File: src/rtl/conv_loop_seq_l1.sv
// Layer-1 convolution loop-nest sequencer: walks x, y, k, j and issues one MAC tap per unstalled RUN cycle.
// Taps start the cycle after start; out_wr lags its last tap by MAC_LAT; stall freezes issue but not the write delay line.
module conv_loop_seq_l1 #(
    parameter int OUT_W   = 30,
    parameter int OUT_H   = 30,
    parameter int K_H     = 3,
    parameter int K_W     = 3,
    parameter int STRIDE  = 1,
    parameter int IN_W    = (OUT_W - 1) * STRIDE + K_W,
    parameter int AW      = 12,
    parameter int MAC_LAT = 1
) (
    input  logic          clk,
    input  logic          rst,
    input  logic          start,
    input  logic          stall,
    output logic          busy,
    output logic          done,
    output logic          mac_valid,
    output logic          acc_clr,
    output logic          acc_last,
    output logic [4:0]    x_idx,
    output logic [4:0]    y_idx,
    output logic [1:0]    k_idx,
    output logic [1:0]    j_idx,
    output logic [AW-1:0] in_addr,
    output logic          out_wr,
    output logic [AW-1:0] out_addr
);

    localparam int IN_H = (OUT_H - 1) * STRIDE + K_H;

    // Reject geometries the fixed-width index ports or the address width cannot represent.
    generate
        if (OUT_W < 1 || OUT_W > 32 || OUT_H < 1 || OUT_H > 32) begin : g_bad_out
            $error("conv_loop_seq_l1: OUT_W/OUT_H must be in 1..32");
        end
        if (K_H < 1 || K_H > 4 || K_W < 1 || K_W > 4) begin : g_bad_kernel
            $error("conv_loop_seq_l1: K_H/K_W must be in 1..4");
        end
        if (STRIDE < 1 || MAC_LAT < 1 || AW < 1 || AW > 31) begin : g_bad_misc
            $error("conv_loop_seq_l1: STRIDE, MAC_LAT and AW must be positive, AW <= 31");
        end
        if (longint'(IN_W) * longint'(IN_H) > (longint'(1) << AW)) begin : g_bad_in_aw
            $error("conv_loop_seq_l1: input feature map does not fit in AW");
        end
        if (longint'(OUT_W) * longint'(OUT_H) > (longint'(1) << AW)) begin : g_bad_out_aw
            $error("conv_loop_seq_l1: output feature map does not fit in AW");
        end
    endgenerate

    localparam logic [4:0] X_MAX = 5'(OUT_W - 1);
    localparam logic [4:0] Y_MAX = 5'(OUT_H - 1);
    localparam logic [1:0] K_MAX = 2'(K_H - 1);
    localparam logic [1:0] J_MAX = 2'(K_W - 1);
    localparam int         DCW   = (MAC_LAT > 1) ? $clog2(MAC_LAT) : 1;
    localparam logic [DCW-1:0] D_MAX = DCW'(MAC_LAT - 1);

    typedef enum logic [1:0] {
        S_IDLE  = 2'd0,
        S_RUN   = 2'd1,
        S_DRAIN = 2'd2,
        S_DONE  = 2'd3
    } state_t;

    state_t         r_state;
    state_t         w_state_nxt;
    logic [4:0]     r_x;
    logic [4:0]     r_y;
    logic [1:0]     r_k;
    logic [1:0]     r_j;
    logic [DCW-1:0] r_drain;
    logic [MAC_LAT-1:0] r_wr_pipe;
    logic [AW-1:0]  r_oaddr_pipe [MAC_LAT];

    logic           w_issue;
    logic           w_j_wrap;
    logic           w_k_wrap;
    logic           w_x_wrap;
    logic           w_y_wrap;
    logic           w_last_tap;
    logic           w_acc_last;
    logic [AW-1:0]  w_in_addr;
    logic [AW-1:0]  w_out_addr;

    assign w_issue    = (r_state == S_RUN) && !stall;
    assign w_j_wrap   = (r_j == J_MAX);
    assign w_k_wrap   = (r_k == K_MAX);
    assign w_x_wrap   = (r_x == X_MAX);
    assign w_y_wrap   = (r_y == Y_MAX);
    assign w_acc_last = w_issue && w_k_wrap && w_j_wrap;
    assign w_last_tap = w_acc_last && w_x_wrap && w_y_wrap;

    // All address math is done at AW bits so overflow wraps exactly as the memories see it.
    assign w_in_addr  = ((AW'(r_y) * AW'(STRIDE) + AW'(r_k)) * AW'(IN_W))
                      + AW'(r_x) * AW'(STRIDE) + AW'(r_j);
    assign w_out_addr = AW'(r_y) * AW'(OUT_W) + AW'(r_x);

    always_ff @(posedge clk or negedge rst) begin
        if (!rst) begin
            r_state <= S_IDLE;
        end else begin
            r_state <= w_state_nxt;
        end
    end

    always_comb begin
        w_state_nxt = r_state;
        case (r_state)
            S_IDLE:  if (start) w_state_nxt = S_RUN;
            S_RUN:   if (w_last_tap) w_state_nxt = S_DRAIN;
            S_DRAIN: if (r_drain == D_MAX) w_state_nxt = S_DONE;
            S_DONE:  w_state_nxt = S_IDLE;
            default: w_state_nxt = S_IDLE;
        endcase
    end

    // Innermost first: j, then k, then x, then y; the final tap wraps everything back to 0.
    always_ff @(posedge clk or negedge rst) begin
        if (!rst) begin
            r_x <= '0;
            r_y <= '0;
            r_k <= '0;
            r_j <= '0;
        end else if (r_state == S_IDLE && start) begin
            r_x <= '0;
            r_y <= '0;
            r_k <= '0;
            r_j <= '0;
        end else if (w_issue) begin
            if (w_j_wrap) begin
                r_j <= '0;
                if (w_k_wrap) begin
                    r_k <= '0;
                    if (w_x_wrap) begin
                        r_x <= '0;
                        r_y <= w_y_wrap ? '0 : r_y + 5'd1;
                    end else begin
                        r_x <= r_x + 5'd1;
                    end
                end else begin
                    r_k <= r_k + 2'd1;
                end
            end else begin
                r_j <= r_j + 2'd1;
            end
        end
    end

    always_ff @(posedge clk or negedge rst) begin
        if (!rst) begin
            r_drain <= '0;
        end else if (r_state != S_DRAIN) begin
            r_drain <= '0;
        end else begin
            r_drain <= r_drain + 1'b1;
        end
    end

    // Write delay line ignores stall so a pixel already finished still gets written.
    always_ff @(posedge clk or negedge rst) begin
        if (!rst) begin
            r_wr_pipe <= '0;
            for (int i = 0; i < MAC_LAT; i++) begin
                r_oaddr_pipe[i] <= '0;
            end
        end else begin
            r_wr_pipe[0] <= w_acc_last;
            if (w_issue) begin
                r_oaddr_pipe[0] <= w_out_addr;
            end
            for (int i = 1; i < MAC_LAT; i++) begin
                r_wr_pipe[i]    <= r_wr_pipe[i-1];
                r_oaddr_pipe[i] <= r_oaddr_pipe[i-1];
            end
        end
    end

    assign busy      = (r_state != S_IDLE);
    assign done      = (r_state == S_DONE);
    assign mac_valid = w_issue;
    assign acc_clr   = w_issue && (r_k == 2'd0) && (r_j == 2'd0);
    assign acc_last  = w_acc_last;
    assign x_idx     = r_x;
    assign y_idx     = r_y;
    assign k_idx     = r_k;
    assign j_idx     = r_j;
    assign in_addr   = w_in_addr;
    assign out_wr    = r_wr_pipe[MAC_LAT-1];
    assign out_addr  = r_oaddr_pipe[MAC_LAT-1];

endmodule

File: config.mk
export PLATFORM = sky130hd
export DESIGN_NAME = conv_loop_seq_l1
export DESIGN_NICKNAME = d
export VERILOG_FILES = /design/src/rtl/conv_loop_seq_l1.sv
export SDC_FILE = /design/constraint.sdc
export NUM_CORES = 1
export LEC_CHECK = 0
export CAP_MARGIN = 25
export CORE_ASPECT_RATIO = 0.8
export CORE_MARGIN = 2
export CORE_UTILIZATION = 64
export DETAILED_ROUTE_END_ITERATION = 7
export DONT_BUFFER_PORTS = 1
export PLACE_DENSITY = 0.85
export REMOVE_ABC_BUFFERS = 1
export SLEW_MARGIN = 30
export SYNTH_ARGS = -nofsm -noshare
export SYNTH_HDL_FRONTEND = slang
export SYNTH_SLANG_ARGS = --single-unit
export TNS_END_PERCENT = 30
File: constraint.sdc
create_clock -name clk -period 6.1 [get_ports clk]
set_input_delay 0.305 -clock clk [delete_from_list [all_inputs] [get_ports clk]]
set_output_delay 0.305 -clock clk [all_outputs]
set_load 0.03 [all_outputs]
==> impl_metrics.csv, run 1 <==
group,metric,value,unit
floorplanning,die_area,4630,µm²
grt,maximum_number_of_pins_on_one_net_before_global_route_repair,30,
clocking,cts_tree,"built",
final_layout,syn_to_final_growth,5.87,%
sta,setup_violations,0,
sta,clock_skew,0.0105,ns
sta,fin_setup_tns,0,ns
hold_path,hold_class,"in -> reg",
final_layout,finalNetCount,325,
setup_path,worst_path_top_cell_family_by_delay,"adder cells",
place,dp_slack,2.28,ns
setup_path,crit_required,6.23,ns
final_layout,num-fill-cells,301,
clocking,cts_num_sinks,29,
final_layout,final_layout_size_suffix_gt1_share,10.3,%
yosys,syn-cell-area,2620,µm²
route,drt_first_pass_iters,4,
status,run_status,"finished, final reports clean",
sta,period_minus_slack,3.84,ns
flow_run,maxCapViolCount,0,
floorplanning,core_area,3850,µm²
setup_path,worstSetupStartpoint,"y_idx[2]$_DFFE_PN0P_",
sta,finalHoldViolations,0,
clocking,cts_max_path_buffers,2,
clocking,root_buffer,"clkbuf_8",
setup_path,cp_endpoint_kind,"flop",
grt,grt.total_usage,26.3,%
yosys,ys_types,57,
floorplanning,rows,20,
sta,worst_pin_slew,1.01,ns
clocking,post_cts.repair.setup_buffers,0,
hold_path,timing.hold.worst.start,"start",
clocking,number_of_buffers_inserted_during_clock_tree_synthesis,5,
route,routed_wl,5290,µm
setup_path,critPathSlowestCell,"dfrtp_1",
route,drc_errors,0,
grt,number_of_global_route_vias_before_repair,1994,
setup_path,worst_ep_arrival_time,3.97,ns
setup_path,cp-start-kind,"flop",
route,drtAntennaViolNets,0,
route,dr_total_vias,1958,
setup_path,timing.critical_path.cells,"inv_1 > fa_1 > fa_1 > inv_1 > ha_1 > o21ai_1 > or4b_1 > o2111ai_2 > nand4_2 > xnor2_1 > o21ai_1",
route,post_drt_wl_per_cell,15.8,µm
route,vias_per_cell,5.83,
sta,slew-limit-headroom,32.8,%
yosys,async_set_or_reset_flop_fraction_in_the_synthesized_netlist,100,%
floorplanning,die_y,61.3,µm
grt,gr-total-overflow,0,
place,place.port_buffers,0,
clocking,worst_skew_pair.late_latency,0.29,ns
yosys,seq_area_frac_synth,27.7,%
yosys,flip_flop_and_latch_count_after_synthesis,29,
final_layout,antenna_cells_inserted,0,
clocking,h-tree-depth,2,
place,gp_congestion,0.864,
setup_path,critPathKind,"reg -> reg",
sta,final_critical_path_setup_slack,2.26,ns
floorplanning,floorplan.initialDensity,68.1,%
floorplanning,boundaryPins,48,
setup_path,cp_num_buf_inv,2,
sta,finalMaxSlewViolations,0,
setup_path,timing.critical_path.slowest_cell_delay,0.78,ns
power_and_ir_drop,power_leakage,0.00139,µW
floorplanning,die_w,75.6,µm
clocking,clock_transition_at_the_registers_of_the_reported_paths,0.06,ns
power_and_ir_drop,power_density,221,nW/µm²
place,hpwl,4080,µm
grt,grt_pass1_wl,9140,µm
grt,antenna_found_initial,0,
sta,grt_setup_unrepaired,"false",
yosys,synthCells,281,
yosys,ys_dominant_reg_cell,"dfrtp_1",
yosys,syn_avg_cell_area,9.34,µm²
yosys,synth_edf_count,0,
route,drt_first_iter_violations,154,
yosys,synthesis.yosys.warnings,0,
setup_path,rr_startpoint,"y_idx[2]$_DFFE_PN0P_",
power_and_ir_drop,max-vdd-ir-drop,0.239,mV
setup_path,crit_fanout,10,
sta,final_min_period_over_clock_period,63.0,%
sta,clock.fmax,260,MHz
logic make-up (layout without fill, tap and decap cells):
| logic type | Yosys count | after routing | share of synthesized area (%) |
|---|---|---|---|
| compound gates | 53 | 53 | 14.2 |
| xor+xnor | 25 | 25 | 9.06 |
| fa+ha+maj | 41 | 41 | 22.4 |
| buf+inv | 39 | 39 | 6.63 |
| flops | 29 | 29 | 27.7 |
| mux | 2 | 2 | 0.811 |
| other cells | 1 | 1 | 0.143 |
| simple gates | 91 | 91 | 19.1 |
power by group:
part | internal, µW | switching, µW
Combinational | 47.1 | 111
Sequential | 210 | 36.4
Clock | 133 | 77.9
Total | 390 | 225
state kept, by name, summed over array words and instances, names as in the netlist:
name / cells
out_wr: 1
y_idx: 5
r_state: 2
k_idx: 2
r_drain: 1
j_idx: 2
x_idx: 5
out_addr: 11
cells in the final DEF (no fill, tap or decap), types with 8 or more instances in the layout:
master | Yosys | layout
ha_1 | 31 | 31
dfrtp_1 | 29 | 29
inv_1 | 27 | 27
nand2_1 | 27 | 27
nor2_1 | 19 | 19
a21oi_1 | 17 | 17
xnor2_1 | 16 | 16
nor3_1 | 10 | 10
fa_1 | 10 | 10
xor2_1 | 8 | 8
final cells by class:
type | instances | area (µm²) | share of cell area (%)
well taps | 55 | 68.8 | 2.48
clock inverters | 2 | 37.5 | 1.35
multi-input cells | 213 | 1720 | 62.1
repair buffers | 2 | 30.0 | 1.08
inverters | 29 | 109 | 3.92
flip-flops and latches | 29 | 726 | 26.1
clock buffers | 6 | 82.6 | 2.97
synth_stat cells (2+ instances only):
| master | instances | area, µm² |
|---|---|---|
| and4_1 | 2 | 17.5 |
| xnor2_1 | 16 | 140 |
| buf_6 | 2 | 22.5 |
| o21ai_0 | 7 | 35.0 |
| inv_1 | 27 | 101 |
| fa_1 | 10 | 200 |
| ha_1 | 31 | 388 |
| and3_1 | 2 | 12.5 |
| a21o_1 | 3 | 22.5 |
| a21oi_1 | 17 | 85.1 |
| xor2_1 | 8 | 70.1 |
| nand2_1 | 27 | 101 |
| dfrtp_1 | 29 | 726 |
| nand4_2 | 2 | 25.0 |
| nor3_2 | 2 | 20.0 |
| nor2_1 | 19 | 71.3 |
| buf_4 | 3 | 22.5 |
| a211oi_1 | 2 | 15.0 |
| o21ai_1 | 7 | 35.0 |
| nor3_1 | 10 | 50.1 |
| nor2b_1 | 3 | 18.8 |
| clkbuf_1 | 4 | 15.0 |
| nand4_1 | 2 | 12.5 |
| nand3_1 | 7 | 35.0 |
| inv_2 | 2 | 7.51 |
| nor3b_1 | 3 | 22.5 |
| a31oi_1 | 4 | 25.0 |
metrics by stage:
step / util, % / hold WS [ns] / power, µW / area, µm² / cells
floorplan: - / 0.00941 / 375 / 2560 / 271
global placement: 68.2 / 0.00989 / 397 / 2630 / 326
detailed placement: 68.2 / 0.00994 / 403 / 2630 / 326
CTS: 72.1 / 0.391 / 617 / 2780 / 336
global route: 72.1 / 0.423 / 649 / 2780 / 336
finish: 72.1 / 0.389 / 615 / 2780 / 336
routing by layer:
metal / track usage, % / routed length [µm] / vias to the layer above
li1: - / - / 945
met1: 36.2 / 2370 / 942
met2: 43.2 / 2470 / 65
met3: 5.07 / 394 / 6
met4: 6.77 / 62 / 0
met5: 0 / 0 / -
what timing repair did:
| item | CTS | global route |
|---|---|---|
| hold endpoints to repair | 29 | 0 |
| resized for setup | 0 | 0 |
| hold buffers | 2 | 0 |
final timing paths:
| kind | endpoint | slack [ns] | cells after the start |
|---|---|---|---|
| max reg2reg | out_addr[9]$_DFFE_PN0P_ | 2.26 | 11 |
| max in group asynchronous | out_addr[9]$_DFFE_PN0P_ | 5.47 | 2 |
| min in group asynchronous | out_addr[0]$_DFFE_PN0P_ | 0.46 | 2 |
| min | r_state[0]$_DFFE_PN0P_ | 0.39 | 2 |
| max | out_addr[9]$_DFFE_PN0P_ | 2.26 | 11 |
| min reg2reg | r_drain$_DFF_PN0_ | 0.46 | 1 |
worst reg2reg max path: cells and delay by family, from the launching register on:
| family | cells | cell delay [ns] |
|---|---|---|
| DFF | 1 | 0.78 |
| xor gates and xnor gates | 1 | 0.16 |
| buffers and inverters | 2 | 0.37 |
| AOI/OAI and AO/OA | 3 | 0.32 |
| adders and majority gates | 3 | 1.44 |
| and+or+nand+nor | 2 | 0.62 |
(Power assumes the default switching activity.)
==> run 2, diff against run 1 <==
Settings changed: ABC_AREA from default to 1.
Clock period 6.1 ns to 3.99 ns, I/O delays scaled along.
==> run 2 against run 1 <==
- register-to-register slack got worse by 1.7 ns
- critical path depth rose by 4
- clock skew fell by 0.0064 ns
==> impl_metrics.csv, run 2 <==
group,metric,value,unit
floorplanning,rows,20,
route,drt_first_pass_iters,4,
final_layout,num-fill-cells,288,
clocking,worst_skew_pair.late_latency,0.29,ns
yosys,post_synth_xor_area_fraction,7.14,%
yosys,flip_flop_and_latch_count_after_synthesis,29,
clocking,cts_num_sinks,29,
setup_path,reg2reg_slack,0.52,ns
grt,grt.total_usage,26.5,%
sta,period_minus_slack,3.47,ns
yosys,post_synth_most_frequent_cells,"nand2_1 (75), inv_1 (46), ha_1 (31), dfrtp_1 (29), nand3_1 (19)",
sta,fin_setup_tns,0,ns
yosys,synth_top_area_share,28.4,%
clocking,cts_tree,"built",
yosys,synth.most_common_cell,"nand2_1",
clocking,number_of_buffers_inserted_during_clock_tree_synthesis,5,
sta,final_min_period_over_clock_period,87.1,%
route,drtAntennaViolNets,0,
final_layout,final_cell_mix,"nand2_1 (75), inv_1 (46), ha_1 (31), dfrtp_1 (29), nand3_1 (19)",
final_layout,antenna_cells_inserted,0,
setup_path,r2r.worst_path.cells,15,
route,dr_total_vias,2050,
clocking,clock_transition_at_the_registers_of_the_reported_paths,0.07,ns
yosys,synthCells,313,
sta,finalMaxSlewViolations,0,
floorplanning,die_area,4520,µm²
yosys,ys_top_cells_by_area,"dfrtp_1 (28%), ha_1 (15%), nand2_1 (11%)",
floorplanning,floorplan.initialDensity,67.2,%
final_layout,syn_to_final_growth,8.37,%
final_layout,largest_reg_flops,11,
grt,number_of_global_route_vias_before_repair,2035,
sta,setup_violations,0,
clocking,post_cts.repair.setup_buffers,0,
hold_path,min_to,"out_addr[0]$_DFFE_PN0P_",
setup_path,worst_ep_arrival_time,3.66,ns
clocking,h-tree-depth,2,
grt,maximum_number_of_pins_on_one_net_before_global_route_repair,30,
grt,antenna_found_initial,0,
place,hpwl,4010,µm
sta,finalHoldViolations,0,
final_layout,most_common_library_cell_in_the_layout_ignoring_fill_and_taps,"nand2_1",
route,vias_per_cell,5.44,
floorplanning,core_area,3800,µm²
floorplanning,die_y,60.5,µm
flow_run,maxCapViolCount,0,
yosys,share_of_the_synthesized_area_in_compound_gates_ao_oa_aoi_oai,6.90,%
setup_path,crit_required,4.17,ns
setup_path,cp_endpoint_kind,"flop",
route,routed_wl,5390,µm
yosys,synth_area_leader_cell,"dfrtp_1",
floorplanning,boundaryPins,48,
hold_path,hold_class,"in -> reg",
yosys,yosys-mux-area-fraction,0,%
final_layout,finalNetCount,366,
yosys,syn-cell-area,2560,µm²
yosys,ys_dominant_reg_cell,"dfrtp_1",
sta,clock.fmax,288,MHz
yosys,synth-simple-area-share,26.0,%
setup_path,critPathKind,"reg -> reg",
yosys,synth_edf_count,0,
place,place.port_buffers,0,
place,detailed_place.area,2630,µm²
yosys,ys_types,39,
hold_path,timing.hold.worst.start,"stall",
status,run_status,"finished, final reports clean",
yosys,syn_avg_cell_area,8.17,µm²
sta,grt_setup_unrepaired,"false",
clocking,cts_max_path_buffers,2,
route,drc_errors,0,
sta,fin_worst_hold_slack,0.148,ns
final_layout,final_area,2770,µm²
setup_path,r2r-end,"out_addr[9]$_DFFE_PN0P_",
sta,worst_pin_slew,0.924,ns
hold_path,worst_hold_path.num_cells,3,
yosys,seq_area_frac_synth,28.4,%
yosys,synth_top_family_by_area,"simple AND/OR/NAND/NOR gates",
yosys,async_set_or_reset_flop_fraction_in_the_synthesized_netlist,100,%
clocking,root_buffer,"clkbuf_8",
grt,gr-total-overflow,0,
route,post_drt_wl_per_cell,14.3,µm
floorplanning,die_w,74.7,µm
setup_path,cp-start-kind,"flop",
setup_path,crit_fanout,4,
grt,grt_pass1_wl,8790,µm
yosys,synthesis.yosys.warnings,0,
sta,slew-limit-headroom,38.0,%
setup_path,rr_startpoint,"y_idx[0]$_DFFE_PN0P_",
final_layout,final_layout_size_suffix_gt1_share,11.2,%
place,gp_congestion,0.795,
yosys,synth_fa_ha_area_share,23.0,%
sta,clock_skew,0.00405,ns
route,drt_first_iter_violations,151,
## run 2: cell types whose count changed after synthesis, moves of 4 or more
cell,change
a21oi_1,-9
a31oi_1,-4
inv_1,+19
nand2_1,+48
nand3_1,+12
nor2_4,+4
nor3_1,-7
xnor2_1,-11
xor2_1,+6
## run 2: stage by stage
step           std cells  utilization, %  setup slack (ns)
4_1_cts              377            72.9             0.529
5_1_grt              377            72.9             0.291
3_5_place_dp         367            69.0             0.619
2_1_floorplan        309               -             0.555
6_report             377            72.9             0.516
3_3_place_gp         367            69.0             0.701
## run 2: final cells by class
cell class,count,area (µm²),area share (%)
Timing Repair Buffer,5,52.6,1.90
Multi-Input combinational cell,229,1620,58.3
Sequential cell,29,726,26.2
Clock inverter,1,30.0,1.08
Inverter,51,191,6.91
Tap cell,55,68.8,2.48
Clock buffer,7,86.3,3.12
## run 2: worst max path at each step
stage / from / endpoint / slack [ns]
after floorplan: y_idx[1]$_DFFE_PN0P_ / out_addr[9]$_DFFE_PN0P_ / 0.55
after global placement: y_idx[3]$_DFFE_PN0P_ / out_addr[9]$_DFFE_PN0P_ / 0.70
after detailed placement: y_idx[0]$_DFFE_PN0P_ / out_addr[9]$_DFFE_PN0P_ / 0.62
after CTS: y_idx[0]$_DFFE_PN0P_ / out_addr[9]$_DFFE_PN0P_ / 0.53
after global routing: y_idx[3]$_DFFE_PN0P_ / out_addr[8]$_DFFE_PN0P_ / 0.29
final: y_idx[0]$_DFFE_PN0P_ / out_addr[9]$_DFFE_PN0P_ / 0.52
## run 2: what timing repair did
action	CTS	global route
hold endpoints to repair	29	0
hold buffers	2	0
gates resized for setup	0	0
endpoints found under the setup margin	0	0
## run 2: per-layer routing
metal	routed length [µm]	GRT usage [%]	part of all wire, %
met5	0	0	0
met4	186	13.3	3.4
met3	379	9.63	7.0
met2	2490	43.9	46
met1	2330	30.8	43
## run 2: critical path, cell delays in order, from the launching register on
cell     delay (ns)
dfrtp_1        0.40
fa_1           0.58
fa_1           0.61
inv_1          0.08
fa_1           0.53
inv_1          0.05
ha_1           0.33
nand2_1        0.06
nor2_1         0.08
nor2_1         0.07
nor2_1         0.09
nand3_1        0.11
nor2_1         0.14
nand3_1        0.09
nand3_1        0.08
nand2_1        0.05
## run 2: kinds of logic after synthesis
| logic type | count (synthesis) |
|---|---|
| compound gates | 30 |
| xor+xnor | 20 |
| fa+ha+maj | 41 |
| buf+inv | 55 |
| flops | 29 |
| other cells | 1 |
| simple gates | 137 |
Power of run 2 is left out: the tool's default activity adds up to more than one toggle a clock period on the data nets, which glitch-free logic cannot reach.
